$ cat config.mk
export PLATFORM = sky130hd
export DESIGN_NAME = ysyx_22050854_wb_stage
export DESIGN_NICKNAME = d
export VERILOG_FILES = /design/src/rtl/ysyx_22050854_wb_stage.sv
export SDC_FILE = /design/constraint.sdc
export NUM_CORES = 1
export LEC_CHECK = 0
export ABC_CLOCK_PERIOD_IN_PS = 9500
export CAP_MARGIN = 10
export CELL_PAD_IN_SITES_DETAIL_PLACEMENT = 1
export CELL_PAD_IN_SITES_GLOBAL_PLACEMENT = 2
export CORE_MARGIN = 2
export CORE_UTILIZATION = 27
export CTS_CLUSTER_SIZE = 8
export DETAILED_ROUTE_END_ITERATION = 10
export PLACE_DENSITY = 0.74
export SYNTH_ARGS = -nofsm -noshare
export SYNTH_HDL_FRONTEND = slang
export SYNTH_SLANG_ARGS = --single-unit
$ cat constraint.sdc
create_clock -name clock -period 9.5 [get_ports clock]
set_clock_uncertainty 0.1 [all_clocks]
set_input_delay 0.95 -clock clock [delete_from_list [all_inputs] [get_ports clock]]
set_output_delay 0.95 -clock clock [all_outputs]
set_load 0.02 [all_outputs]
$ cat src/rtl/ysyx_22050854_wb_stage.sv
// Writeback stage: formats load data, buffers up to two results in order,
// and drives the register-file write port plus difftest commit information.
module ysyx_22050854_wb_stage #(
    parameter int DEPTH = 2,
    parameter int XLEN  = 64
) (
    input  logic            clock,
    input  logic            reset,
    input  logic            in_valid,
    output logic            in_ready,
    input  logic [63:0]     in_pc,
    input  logic [4:0]      in_rd,
    input  logic            in_rd_wen,
    input  logic            in_is_load,
    input  logic [1:0]      in_load_size,
    input  logic            in_load_unsigned,
    input  logic [2:0]      in_addr_low,
    input  logic [XLEN-1:0] in_alu_result,
    input  logic [XLEN-1:0] in_mem_rdata,
    input  logic            commit_stall,
    output logic            rf_wen,
    output logic [4:0]      rf_waddr,
    output logic [XLEN-1:0] rf_wdata,
    output logic            commit_valid,
    output logic [63:0]     commit_pc,
    output logic            misalign_err,
    output logic [63:0]     instret
);

    // Two-entry storage; pointers are one bit wide and wrap naturally.
    logic [63:0]     pcMem_q   [2];
    logic [4:0]      rdMem_q   [2];
    logic            wenMem_q  [2];
    logic [XLEN-1:0] dataMem_q [2];
    logic            misMem_q  [2];

    logic            wrPtr_q, wrPtr_d;
    logic            rdPtr_q, rdPtr_d;
    logic [1:0]      count_q, count_d;
    logic [63:0]     instret_q, instret_d;

    logic [XLEN-1:0] byteShift, halfShift, wordShift;
    logic [XLEN-1:0] loadData;
    logic            loadMisalign;
    logic [XLEN-1:0] entryData;
    logic            entryMis;
    logic            entryWen;
    logic            headValid;
    logic            push;
    logic            pop;

    assign headValid = (count_q != 2'd0);
    assign in_ready  = (count_q < 2'(DEPTH));
    assign push      = in_valid && in_ready;
    assign pop       = headValid && !commit_stall;

    // Extract the addressed field from the raw doubleword and extend it;
    // the field offset is the address rounded down to the access size.
    always_comb begin
        byteShift    = in_mem_rdata >> {in_addr_low, 3'b000};
        halfShift    = in_mem_rdata >> {in_addr_low[2:1], 4'b0000};
        wordShift    = in_mem_rdata >> {in_addr_low[2], 5'b00000};
        loadData     = '0;
        loadMisalign = 1'b0;
        case (in_load_size)
            2'd0: begin
                loadData = in_load_unsigned ? {{(XLEN-8){1'b0}}, byteShift[7:0]}
                                            : {{(XLEN-8){byteShift[7]}}, byteShift[7:0]};
            end
            2'd1: begin
                loadData     = in_load_unsigned ? {{(XLEN-16){1'b0}}, halfShift[15:0]}
                                                : {{(XLEN-16){halfShift[15]}}, halfShift[15:0]};
                loadMisalign = in_addr_low[0];
            end
            2'd2: begin
                loadData     = in_load_unsigned ? {{(XLEN-32){1'b0}}, wordShift[31:0]}
                                                : {{(XLEN-32){wordShift[31]}}, wordShift[31:0]};
                loadMisalign = (in_addr_low[1:0] != 2'b00);
            end
            default: begin
                loadData     = in_mem_rdata;
                loadMisalign = (in_addr_low != 3'b000);
            end
        endcase
    end

    // Misalignment only applies to loads; x0 and misaligned loads never write.
    always_comb begin
        entryMis  = in_is_load && loadMisalign;
        entryData = in_is_load ? loadData : in_alu_result;
        entryWen  = in_rd_wen && (in_rd != 5'd0) && !entryMis;
    end

    // Pointer, occupancy and retire-counter bookkeeping for push/pop.
    always_comb begin
        wrPtr_d   = wrPtr_q;
        rdPtr_d   = rdPtr_q;
        count_d   = count_q;
        instret_d = instret_q;
        if (push) begin
            wrPtr_d = ~wrPtr_q;
        end
        if (pop) begin
            rdPtr_d   = ~rdPtr_q;
            instret_d = instret_q + 64'd1;
        end
        if (push && !pop) begin
            count_d = count_q + 2'd1;
        end else if (pop && !push) begin
            count_d = count_q - 2'd1;
        end
    end

    // Control state; reset discards any buffered entries immediately.
    always_ff @(posedge clock or posedge reset) begin
        if (reset) begin
            wrPtr_q   <= 1'b0;
            rdPtr_q   <= 1'b0;
            count_q   <= 2'd0;
            instret_q <= 64'd0;
        end else begin
            wrPtr_q   <= wrPtr_d;
            rdPtr_q   <= rdPtr_d;
            count_q   <= count_d;
            instret_q <= instret_d;
        end
    end

    // Entry storage written at the write pointer on every accepted push.
    always_ff @(posedge clock or posedge reset) begin
        if (reset) begin
            for (int i = 0; i < 2; i++) begin
                pcMem_q[i]   <= 64'd0;
                rdMem_q[i]   <= 5'd0;
                wenMem_q[i]  <= 1'b0;
                dataMem_q[i] <= '0;
                misMem_q[i]  <= 1'b0;
            end
        end else if (push) begin
            pcMem_q[wrPtr_q]   <= in_pc;
            rdMem_q[wrPtr_q]   <= in_rd;
            wenMem_q[wrPtr_q]  <= entryWen;
            dataMem_q[wrPtr_q] <= entryData;
            misMem_q[wrPtr_q]  <= entryMis;
        end
    end

    // Head entry drives the write port; contents read as zero when empty.
    always_comb begin
        commit_valid = pop;
        rf_wen       = pop && wenMem_q[rdPtr_q];
        misalign_err = pop && misMem_q[rdPtr_q];
        rf_waddr     = headValid ? rdMem_q[rdPtr_q]   : 5'd0;
        rf_wdata     = headValid ? dataMem_q[rdPtr_q] : '0;
        commit_pc    = headValid ? pcMem_q[rdPtr_q]   : 64'd0;
        instret      = instret_q;
    end

endmodule

* Word-level counts from Yosys, hierarchy flattened
Index checks and enable logic that the tools add are counted.
** Storage, ports and cells
- Bits in registers :: 338
- Bits in latches :: 0
- Bits in writable memories :: 0
- Memory bits (read-only) :: 0
- Logic and storage cells :: 87
- Memories kept :: 0
** Operators by class
- $add $sub $neg :: 3
- Multipliers :: 0
- Div/mod/pow operators :: 0
- Magnitude comparators :: 4
- Eq/ne operators :: 2
- Shifts and indexed selects :: 3
- Mux-type cells :: 37
- Bitwise operators :: 4
- Reduce and logical (&&, ||, !) cells :: 20
** Operators by type and width (count)
- $mux 64 :: 13
- $bwmux 128 :: 2
- $pmux 64 s3 :: 1
- $add 64x1->64 const B :: 1
- $demux 64 s1 :: 1
- $shr 64x6->16 :: 1
- $shr 64x6->32 :: 1
- $shr 64x6->8 :: 1
- $mux 5 :: 5
- $bwmux 10 :: 1
- $logic_and 1x1->1 :: 10
- $mux 1 :: 7
- $reduce_bool 2->1 :: 3
- $demux 5 s1 :: 1
- $reduce_bool 5->1 :: 1
- $bwmux 2 :: 2
- $ge 2x2->1 const B :: 2
- $logic_not 1->1 :: 4
- $mux 2 :: 2
- $not 1->2 :: 2
- $pmux 1 s3 :: 1
- $reduce_bool 3->1 :: 1
- $add 2x1->2 const B :: 1
- $eq 2x1->1 const B :: 1
- other kinds (7) :: 8

* Logic depth before layout (Yosys ltp)
Gate-level depths: netlist of the first run.
- Word-level depth :: 6
- Depth in mapped cells :: 8
- Depth with buffers taken out :: 6

* Least setup slack after synthesis of the first run
OpenSTA, ideal clock, no wires.
- Kind :: input to register
- Start point :: input port in_addr_low[0]
- End point :: register dataMem_q[0] (netlist name)
- Arrival :: 2.524 ns
- Required time :: 9.259 ns
- Path slack :: 6.734 ns
- Stages :: 5
- Cells stage by stage :: buf_2 -> buf_1 -> mux4_2 -> a22oi_1 -> a31oi_1
** On the way
- Longest elaborated chain between the ends :: 5
** Ends and longest elaborated chain
- start: declaration :: line 17 : input logic [2:0] in_addr_low,
- $shr 64x6->8 :: line 60 : byteShift = in_mem_rdata >> {in_addr_low, 3'b000};
- $mux 64 :: line 67 : loadData = in_load_unsigned ? {{(XLEN-8){1'b0}}, byteShift[7:0]}
- $pmux 64 s3 :: line 65 : case (in_load_size)
- $mux 64 :: line 90 : entryData = in_is_load ? loadData : in_alu_result;
- $bwmux 128 :: line 143 : dataMem_q[wrPtr_q] <= entryData;
- end signal: indexed assignment :: line 143
- end: declaration :: line 34 : logic [XLEN-1:0] dataMem_q [2];
No other way between the ends.
A chain may end at the register's enable or synchronous reset.

* Worst setup path in the final report of the first run
- Start point :: register rdPtr_q
- End point :: output port rf_wdata[42]
** On the way
- Longest elaborated chain between the ends :: 5
** Ends and longest elaborated chain
- start: declaration :: line 38 : logic rdPtr_q, rdPtr_d;
- start signal: assignment :: line 123 : rdPtr_q <= rdPtr_d;
- $not 1->2 (implied by the code) :: line 154 : rf_wdata = headValid ? dataMem_q[rdPtr_q] : '0;
- $mux 64 (implied by the code) (3 in series) :: line 154
- $mux 64 :: line 154
- end: declaration :: line 23 : output logic [XLEN-1:0] rf_wdata,
No other way between the ends. The select of a mux whose other input is x is not followed.

==> results.tsv, run 1 <==
metric	value	unit
status	completed	
gp_congestion	0.871	
ir_worst_vdd	159	uV
synth_edf_count	0	
worstHoldPathCells	2	
maxCapViolCount	0	
drc_errors	0	
drt-total-wl	71600	um
fmax	219	MHz
cp_max_fo	58	
first_pass_iters	6	
reg2reg_from	count_q[1]	
final_layout_size_suffix_gt1_share	5.95	%
dieArea	67300	um^2
cts_root_buf	clkbuf_16	
required	8.45	ns
slowest_stage	buf_4	
async_flop_share	100	%
endpoint	rf_wdata[42]	
postCtsSetupRepairBufs	0	
yosysTopAreaCellShare	48.0	%
synthCells	1966	
area_delta_synth_final	34.8	%
worstSetupPathType	reg2out	
grt_max_degree	93	
clk_latency	0.57	ns
p_leak	10.7	nW
yosysTopAreaCell	dfrtp_1	
grt_pass1_wl	109000	um
wl_met1	29600	um
dieWidth	259	um
ys_top_cells_by_area	dfrtp_1 48%, nand2_1 12%, mux2i_1 9.5%, nor2_1 6.2%, a221oi_1 3.2%	
clockBufferDepth	3	
core	64500	um^2
rows	93	
die_h	259	um
cts-htree-levels	2	
syn_nets	2177	
dpl.cell_count	3116	
fin_cells	3177	
final_cell_mix	545 x nand2_1, 406 x clkdlybuf4s50_1, 337 x dfrtp_1	
stdcell_area	23800	um^2
cts_resized	0	
synth_area_per_cell	8.96	um^2
crit_path_max_incr_delay	0.93	ns
clock-sinks	338	
antenna_found_initial	7	
ys.flop_type	dfrtp_1	
fin_total_pwr	0.00758	W
drt_iter0_drc	1039	
vias	16200	
ios	410	
fin_setup_tns	0	ns
cts_buffers	49	
r2r_cells	5	
r2r_slack	6.27	ns
placedInstanceArea	22500	um^2
wl_met3	4480	um
rsz0062_at_grt	no	
arrival	3.51	ns
crit_path_start_kind	flop	
wl_per_cell	22.5	um
hold_path.class	reg2reg	
holdBufCountCts	0	
cp_cell_sequence	buf_4 -> mux2i_1 -> nor2_1 -> clkdlybuf4s50_1	
grt_util_all_layers	21.1	%
routed.top_layer	met5	
hpwl	50600	um
fin_nets	2523	
wl_met2	34800	um
yosys.cell_types.count	49	
crit_path_end_kind	output port	
synth_area	17600	um^2
startpoint	rdPtr_q	
layout_commonest_cell	nand2_1	
powerDensity	319	nW/um^2
start_util	27.3	%
min_period	4.56	ns
slew_headroom	19.3	%
grt_overflow	0	
finalHoldViolCount	0	
antenna_left	0	
slew_violations	0	
grt_pass1_vias	17600	
finalSetupViolations	0	
synth_warnings	0	
via_per_inst	5.10	
cts_tree	built	
r2r-end	dataMem_q[111]	
tightest_slew	1.21	ns
period_share	48.0	%
path_clk_slew	0.05	ns
synth.yosys.seq_area_share	48.0	%
port_buffers	409	
ys_seq_elements	338	
-- state kept, by name, indices dropped and copies added (netlist names), 2 cells and up --
register and cells:
rdMem_q 10, instret 64, pcMem_q 128, wenMem_q 2
dataMem_q 128, misMem_q 2, count_q 2
-- final cells by class --
type / instances / area, um^2
Antenna cell: 3 / 7.51
Clock buffer: 53 / 1240
Clock inverter: 5 / 35.0
Fill cell: 7419 / 40700
Inverter: 15 / 60.1
Multi-Input combinational cell: 1471 / 8600
Sequential cell: 338 / 8460
Tap cell: 855 / 1070
Timing Repair Buffer: 437 / 4290
-- cell families after synthesis --
logic type | after synthesis | share of synthesized area (%)
AO/OA/AOI/OAI | 225 | 9.56
XOR/XNOR | 68 | 3.38
adder cells (fa/ha/maj) | 2 | 0.142
buffers and inverters | 157 | 3.51
flip-flops | 338 | 48.0
multiplexers | 203 | 12.8
AND/OR/NAND/NOR | 973 | 22.6
-- metal layers --
layer	track usage (%)	vias up
li1	-	7377
met4	7.89	8
met1	25.9	8143
met3	4.74	130
met5	0	-
met2	35.9	547
-- stage by stage --
stage	setup WS, ns	utilization, %	hold slack, ns
2_1_floorplan	3.93	-	0.345
3_3_place_gp	5.38	34.9	0.357
6_report	4.94	36.9	0.370
5_1_grt	4.82	36.9	0.400
3_5_place_dp	5.32	34.9	0.362
4_1_cts	4.90	36.9	0.375
-- power by group --
group | switching [W] | internal (W) | leakage [nW]
clock network | 0.000638 | 0.000909 | 0.626
registers | 0.000359 | 0.00201 | 4.16
logic | 0.00212 | 0.00155 | 5.88
-- how the worst min path moves through the flow --
stage                 startpoint            to  slack [ns]
floorplan           pcMem_q[100]  pcMem_q[100]        0.34
global placement     pcMem_q[46]   pcMem_q[46]        0.36
detailed placement   pcMem_q[73]   pcMem_q[73]        0.36
CTS                  pcMem_q[73]   pcMem_q[73]        0.37
global route        pcMem_q[106]  pcMem_q[106]        0.40
finish              pcMem_q[124]  pcMem_q[124]        0.37
-- synth_stat cells, types with 4 or more instances --
| library cell | count |
|---|---|
| nor2_1 | 289 |
| nand2_1 | 546 |
| a21boi_0 | 14 |
| nor4_1 | 8 |
| dfrtp_1 | 338 |
| a21oi_1 | 33 |
| mux2i_1 | 167 |
| o22ai_1 | 16 |
| nand2b_1 | 18 |
| nor2b_1 | 11 |
| nand4_1 | 18 |
| nor3_1 | 42 |
| o21a_1 | 9 |
| and4_1 | 4 |
| clkbuf_1 | 106 |
| and2_1 | 4 |
| xor2_1 | 37 |
| a31oi_1 | 17 |
| xnor2_1 | 31 |
| mux2_2 | 20 |
| a221oi_1 | 64 |
| buf_2 | 17 |
| o221ai_1 | 40 |
| mux4_2 | 16 |
| buf_1 | 17 |
| inv_1 | 15 |
| a221o_1 | 7 |
| o21ai_0 | 14 |
| a22oi_1 | 7 |
| nand3_1 | 15 |
-- critical path, delay by kind of cell, from the launching register on --
kind	cells	cell delay, ns
buffers and inverters	2	1.59
and+or+nand+nor	1	0.27
DFF	1	0.74
muxes	1	0.20
Note: power is estimated with default switching activity, not from simulation.
==> run 2: changes to the inputs <==
--- a/config.mk
+++ b/config.mk
@@ -5,7 +5,7 @@
 export SDC_FILE = /design/constraint.sdc
 export NUM_CORES = 1
 export LEC_CHECK = 0
-export ABC_CLOCK_PERIOD_IN_PS = 9500
+export ABC_CLOCK_PERIOD_IN_PS = 4000
 export CAP_MARGIN = 10
 export CELL_PAD_IN_SITES_DETAIL_PLACEMENT = 1
 export CELL_PAD_IN_SITES_GLOBAL_PLACEMENT = 2
==> constraint.sdc (replaced) <==
create_clock -name clock -period 4 [get_ports clock]
set_clock_uncertainty 0.1 [all_clocks]
set_input_delay 0.4 -clock clock [delete_from_list [all_inputs] [get_ports clock]]
set_output_delay 0.4 -clock clock [all_outputs]
set_load 0.02 [all_outputs]
==> run 2 against run 1 <==
Net effect:
- sequential power is 140% higher
- sequential share of layout area is 0.36 points lower
- sequential cell count stayed put
- largest cell class unchanged
- hold slack worse by 0.088 ns
- final cell count is 0.35% higher
- critical endpoint is now rf_wdata[36]
- highest routed layer unchanged
- first-iteration DRC count is 7.9% lower
- largest power group unchanged
==> results.tsv, run 2 (synthesis gave the netlist of run 1 again) <==
metric	value	unit	change
swShare	40.9	%	was 41.1%
gp_congestion	0.893		was 0.871
grt_util_all_layers	21.1	%	about the same
reg2reg_from	instret[15]		was count_q[1]
clk_latency	0.56	ns	was 0.57 ns
port_buffers	409		unchanged
via_per_inst	5.12		was 5.10
cts_buffers	48		was 49
drc_errors	0		unchanged
finalSetupViolations	0		unchanged
cp_top_family	buffers and inverters		unchanged
r2r-end	instret[33]		was dataMem_q[111]
area_delta_synth_final	36.2	%	was 34.8%
final_cell_mix	545 x nand2_1, 406 x clkdlybuf4s50_1, 337 x dfrtp_1		unchanged
maxCapViolCount	0		unchanged
fin_nets	2536		was 2523
worstSetupPathType	reg2out		unchanged
slowest_stage	dfrtp_4		was buf_4
drt-total-wl	71800	um	was 71600 um
power_frac_clock	20.2	%	was 20.4%
cts_resized	0		unchanged
met1_usage	27.3	%	was 25.9%
cts_tree	built		unchanged
grt_max_degree	158		was 93
required	3.50	ns	was 8.45 ns
fmax	295	MHz	
hpwl	51100	um	was 50600 um
crit_path_start_kind	flop		unchanged
grtUsageMet3	3.76	%	was 4.74%
rsz0062_at_grt	no		unchanged
slew_violations	0		unchanged
cts-htree-levels	2		unchanged
grt_busiest_layer	met2		unchanged
clockBufferDepth	3		unchanged
use_met2	35.6	%	was 35.9%
grt_pass1_wl	110000	um	was 109000 um
nFillCells	7398		was 7419
crit_path_max_incr_delay	0.85	ns	was 0.93 ns
clock-sinks	338		unchanged
r2r_slack	1.23	ns	was 6.27 ns
critPathBufInv	2		unchanged
fin_setup_tns	0	ns	unchanged
arrival	2.89	ns	was 3.51 ns
first_pass_iters	5		was 6
grt_pass1_vias	17500		was 17.6k
start_util	27.3	%	unchanged
core	64500	um^2	unchanged
finalHoldViolCount	0		unchanged
cp_max_fo	30		was 58
r2r_cells	5		unchanged
slew_headroom	32.9	%	was 19.3%
cts_root_buf	clkbuf_16		unchanged
final_layout_size_suffix_gt1_share	6.44	%	was 5.95%
dieArea	67300	um^2	unchanged
tightest_slew	1.00	ns	was 1.21 ns
p_int	0.0107	W	was 0.00447 W
vias	16300		was 16.2k
antenna_left	0		unchanged
die_h	259	um	unchanged
status	completed		unchanged
cp_cell_sequence	buf_4 -> mux2i_1 -> nor2_1 -> clkdlybuf4s50_1		unchanged
holdBufCountCts	0		unchanged
drt_iter0_drc	957		was 1039
layout_commonest_cell	nand2_1		unchanged
power_frac_seq	31.0	%	was 31.3%
power.switching	0.00742	W	was 0.00312 W
p_comb_share	48.8	%	was 48.3%
wl_per_cell	22.5	um	about the same
p_leak	10.8	nW	was 10.7 nW
holdWs	0.282	ns	was 0.370 ns
crit_path_end_kind	output port		unchanged
rows	93		unchanged
ir_worst_vdd	345	uV	was 159 uV
dieWidth	259	um	unchanged
powerDensity	755	nW/um^2	was 319 nW/um^2
period_share	84.8	%	
antenna_found_initial	5		was 7
ios	410		unchanged
final_util	37.2	%	was 36.9%
min_period	3.39	ns	
path_clk_slew	0.06	ns	was 0.05 ns
grt_overflow	0		unchanged
postCtsSetupRepairBufs	0		unchanged
hold_path.class	in2async		was reg2reg
[run 2: worst max-delay path by stage]
stage	from	to	slack (ns)	cells after the start
2_1_floorplan	reset	count_q[0]	-1.02	1
3_3_place_gp	in_mem_rdata[63]	dataMem_q[87]	0.84	6
3_5_place_dp	in_mem_rdata[39]	dataMem_q[87]	0.79	6
4_1_cts	rdPtr_q	rf_wdata[36]	0.54	4
5_1_grt	rdPtr_q	rf_wdata[36]	0.47	4
6_report	rdPtr_q	rf_wdata[36]	0.61	4
[run 2: stage by stage]
step | cells | worst slack (ns) | area (um^2) | total power, W
after floorplan | 1966 | -1.02 | 17600 | 0.0105
after global placement | 3130 | 0.842 | 22700 | 0.0144
after detailed placement | 3130 | 0.792 | 22700 | 0.0146
after CTS | 3185 | 0.536 | 24000 | 0.0184
after global routing | 3186 | 0.474 | 24000 | 0.0193
final | 3188 | 0.607 | 24000 | 0.0181
[run 2: power groups by stage]
stage	Clock (W)	Sequential [W]	Combinational [W]
after global placement	0	0.00560	0.00877
final	0.00366	0.00562	0.00884
after detailed placement	0	0.00568	0.00895
after global routing	0.00391	0.00581	0.00960
after floorplan	0	0.00539	0.00511
after CTS	0.00377	0.00563	0.00901
[run 2: final cells by class]
class                      instances  area, um^2  share of cell area (%)
tap                              855        1070                    4.46
multi-input combinational       1471        8590                    35.8
antenna                            3        7.51                  0.0313
timing repair buffer             451        4540                    18.9
inverter                          15        60.1                   0.250
clock inverter                     3        22.5                  0.0938
sequential                       338        8460                    35.2
clock buffer                      52        1250                    5.20
[run 2: per-layer routing]
layer	vias up	share of wire [%]	routed length, um
met5	-	0.056	40
met1	8223	43	30700
met2	581	48	34300
met3	138	5.9	4240
met4	6	3.6	2560
li1	7387	-	-
==> run 3: changes to the inputs <==
--- a/config.mk
+++ b/config.mk
@@ -5,15 +5,15 @@
 export SDC_FILE = /design/constraint.sdc
 export NUM_CORES = 1
 export LEC_CHECK = 0
-export ABC_CLOCK_PERIOD_IN_PS = 4000
+export ABC_CLOCK_PERIOD_IN_PS = 3150
 export CAP_MARGIN = 10
 export CELL_PAD_IN_SITES_DETAIL_PLACEMENT = 1
 export CELL_PAD_IN_SITES_GLOBAL_PLACEMENT = 2
 export CORE_MARGIN = 2
-export CORE_UTILIZATION = 27
+export CORE_UTILIZATION = 30
 export CTS_CLUSTER_SIZE = 8
 export DETAILED_ROUTE_END_ITERATION = 10
-export PLACE_DENSITY = 0.74
+export PLACE_DENSITY = 0.78
 export SYNTH_ARGS = -nofsm -noshare
 export SYNTH_HDL_FRONTEND = slang
 export SYNTH_SLANG_ARGS = --single-unit
==> constraint.sdc (replaced) <==
create_clock -name clock -period 3.15 [get_ports clock]
set_clock_uncertainty 0.1 [all_clocks]
set_input_delay 0.315 -clock clock [delete_from_list [all_inputs] [get_ports clock]]
set_output_delay 0.315 -clock clock [all_outputs]
set_load 0.02 [all_outputs]
==> run 3 against run 2 <==
Net effect:
- power is 28% higher
- sequential share of layout area hardly changed
- setup slack worse by 0.43 ns
- clock power is 28% higher
- routed wire length is 1.8% lower
- hold slack worse by 0.15 ns
- die area is 9.8% lower
- non-clock buffer count is 9 higher
- first-iteration DRC count is 10% higher
- combinational power is 29% higher
- sequential cell count stayed put
- register-to-register slack worse by 0.46 ns
- largest cell class unchanged
- highest routed layer unchanged
==> results.tsv, run 3 (synthesis gave the netlist of run 1 again) <==
metric	value	unit	change
area_delta_synth_final	36.4	%	was 36.2%
finalHoldViolCount	0		unchanged
clock-sinks	338		unchanged
drt-total-wl	70600	um	was 71800 um
clk_latency	0.57	ns	was 0.56 ns
slew_headroom	34.8	%	was 32.9%
grt_util_all_layers	23.1	%	was 21.1%
critPathBufInv	3		was 2
grt_overflow	0		unchanged
min_period	2.97	ns	
cts_root_buf	clkbuf_16		unchanged
cts_tree	built		unchanged
fin_nets	2545		was 2536
holdWs	0.127	ns	was 0.282 ns
path_clk_slew	0.05	ns	was 0.06 ns
powerDensity	963	nW/um^2	was 755 nW/um^2
port_buffers	409		unchanged
r2r-end	instret[54]		was instret[33]
crit_path_start_kind	flop		unchanged
cp.depth	5		was 4
hold_path.class	in2async		unchanged
final_util	41.5	%	was 37.2%
core	57900	um^2	was 64500 um^2
antenna_found_initial	6		was 5
p_leak	10.9	nW	was 10.8 nW
slew_violations	0		unchanged
grt_max_degree	114		was 158
clockBufferDepth	3		unchanged
arrival	2.56	ns	was 2.89 ns
cp_max_fo	27		was 30
r2r_cells	5		unchanged
postCtsSetupRepairBufs	0		unchanged
required	2.73	ns	was 3.50 ns
hpwl	50100	um	was 51100 um
antenna_left	0		unchanged
ir_worst_vdd	440	uV	was 345 uV
drt_iter0_drc	1054		was 957
dieArea	60700	um^2	was 67300 um^2
slowest_stage	clkdlybuf4s50_1		was dfrtp_4
cts-htree-levels	2		unchanged
maxCapViolCount	0		unchanged
grt_pass1_vias	17800		was 17.5k
ios	410		unchanged
cp_common_cell	buf_12		
holdBufCountCts	0		unchanged
reg2reg_from	instret[15]		unchanged
worstSetupPathType	reg2out		unchanged
gp_congestion	0.893		about the same
start_util	30.4	%	was 27.3%
finalSetupViolations	0		unchanged
crit_path_end_kind	output port		unchanged
wl_per_cell	22.7	um	was 22.5 um
cp_top_family	buffers and inverters		unchanged
cts_buffers	48		unchanged
place_ws	0.363	ns	was 0.792 ns
drc_errors	0		unchanged
die_h	246	um	was 259 um
layout_commonest_cell	nand2_1		unchanged
dieWidth	246	um	was 259 um
status	completed		unchanged
first_pass_iters	5		unchanged
crit_path_max_incr_delay	0.65	ns	was 0.85 ns
grt_pass1_wl	107000	um	was 110000 um
r2r_slack	0.77	ns	was 1.23 ns
setup_slack	0.177	ns	was 0.607 ns
cts_resized	0		unchanged
period_share	94.4	%	
endpoint	rf_wdata[7]		was rf_wdata[36]
fmax	336	MHz	
startpoint	rdPtr_q		unchanged
via_per_inst	5.26		was 5.12
vias	16300		about the same
final_cell_mix	545 x nand2_1, 406 x clkdlybuf4s50_1, 337 x dfrtp_1		unchanged
tightest_slew	0.979	ns	was 1.00 ns
final_layout_size_suffix_gt1_share	6.80	%	was 6.44%
rows	88		was 93
rsz0062_at_grt	no		unchanged
cp_cell_sequence	buf_12 -> buf_12 -> mux2i_1 -> nor2_1 -> clkdlybuf4s50_1		was buf_4 -> mux2i_1 -> nor2_1 -> clkdlybuf4s50_1
[run 3: cell types whose count changed in the layout (fill, tap and decap cells not counted)]
cell	previous run	this run
buf_4	30	35
buf_12	12	16
diode_2	3	1
inv_6	2	0
clkbuf_16	49	50
clkinv_8	0	1
[run 3: layer usage]
layer / wire, um / vias up / GRT usage (%)
li1: - / 7411 / -
met1: 29400 / 8208 / 29.1
met2: 34100 / 549 / 39.2
met3: 4270 / 142 / 4.13
met4: 2740 / 10 / 9.36
met5: 61 / - / 0
[run 3: power by group]
group	total (W)	switching, W	internal, W
clock network	0.00470	0.00190	0.00280
registers	0.00703	0.000964	0.00607
logic	0.0114	0.00657	0.00485
total	0.0231	0.00943	0.0137
[run 3: how the worst min path moves through the flow]
stage,end,slack [ns],cells after the start
2_1_floorplan,pcMem_q[0],0.32,2
6_report,pcMem_q[12],0.13,3
4_1_cts,pcMem_q[12],0.10,3
3_5_place_dp,pcMem_q[82],0.36,2
3_3_place_gp,instret[63],0.36,1
5_1_grt,pcMem_q[12],0.13,3
[run 3: cell type report]
class,instances,area [um^2]
fillers,6664,33900
multi-input cells,1471,8590
flip-flops and latches,338,8460
repair buffers,460,4660
clock buffers,53,1270
well taps,765,957
inverters,15,60.1
clock inverters,2,21.3
diodes,1,2.50
[run 3: worst min-delay path, cell delays in order]
cell,delay (ns)
clkdlybuf4s50_1,0.45
clkinvlp_4,0.12
buf_4,0.30
[run 3: per-stage QoR]
step	TNS [ns]	power [W]	std cells	area (um^2)
3_5_place_dp	0	0.0186	3049	22700
5_1_grt	0	0.0246	3104	24000
6_report	0	0.0231	3105	24000
3_3_place_gp	0	0.0183	3049	22700
2_1_floorplan	-602.85	0.0133	1966	17600
4_1_cts	0	0.0235	3104	24000
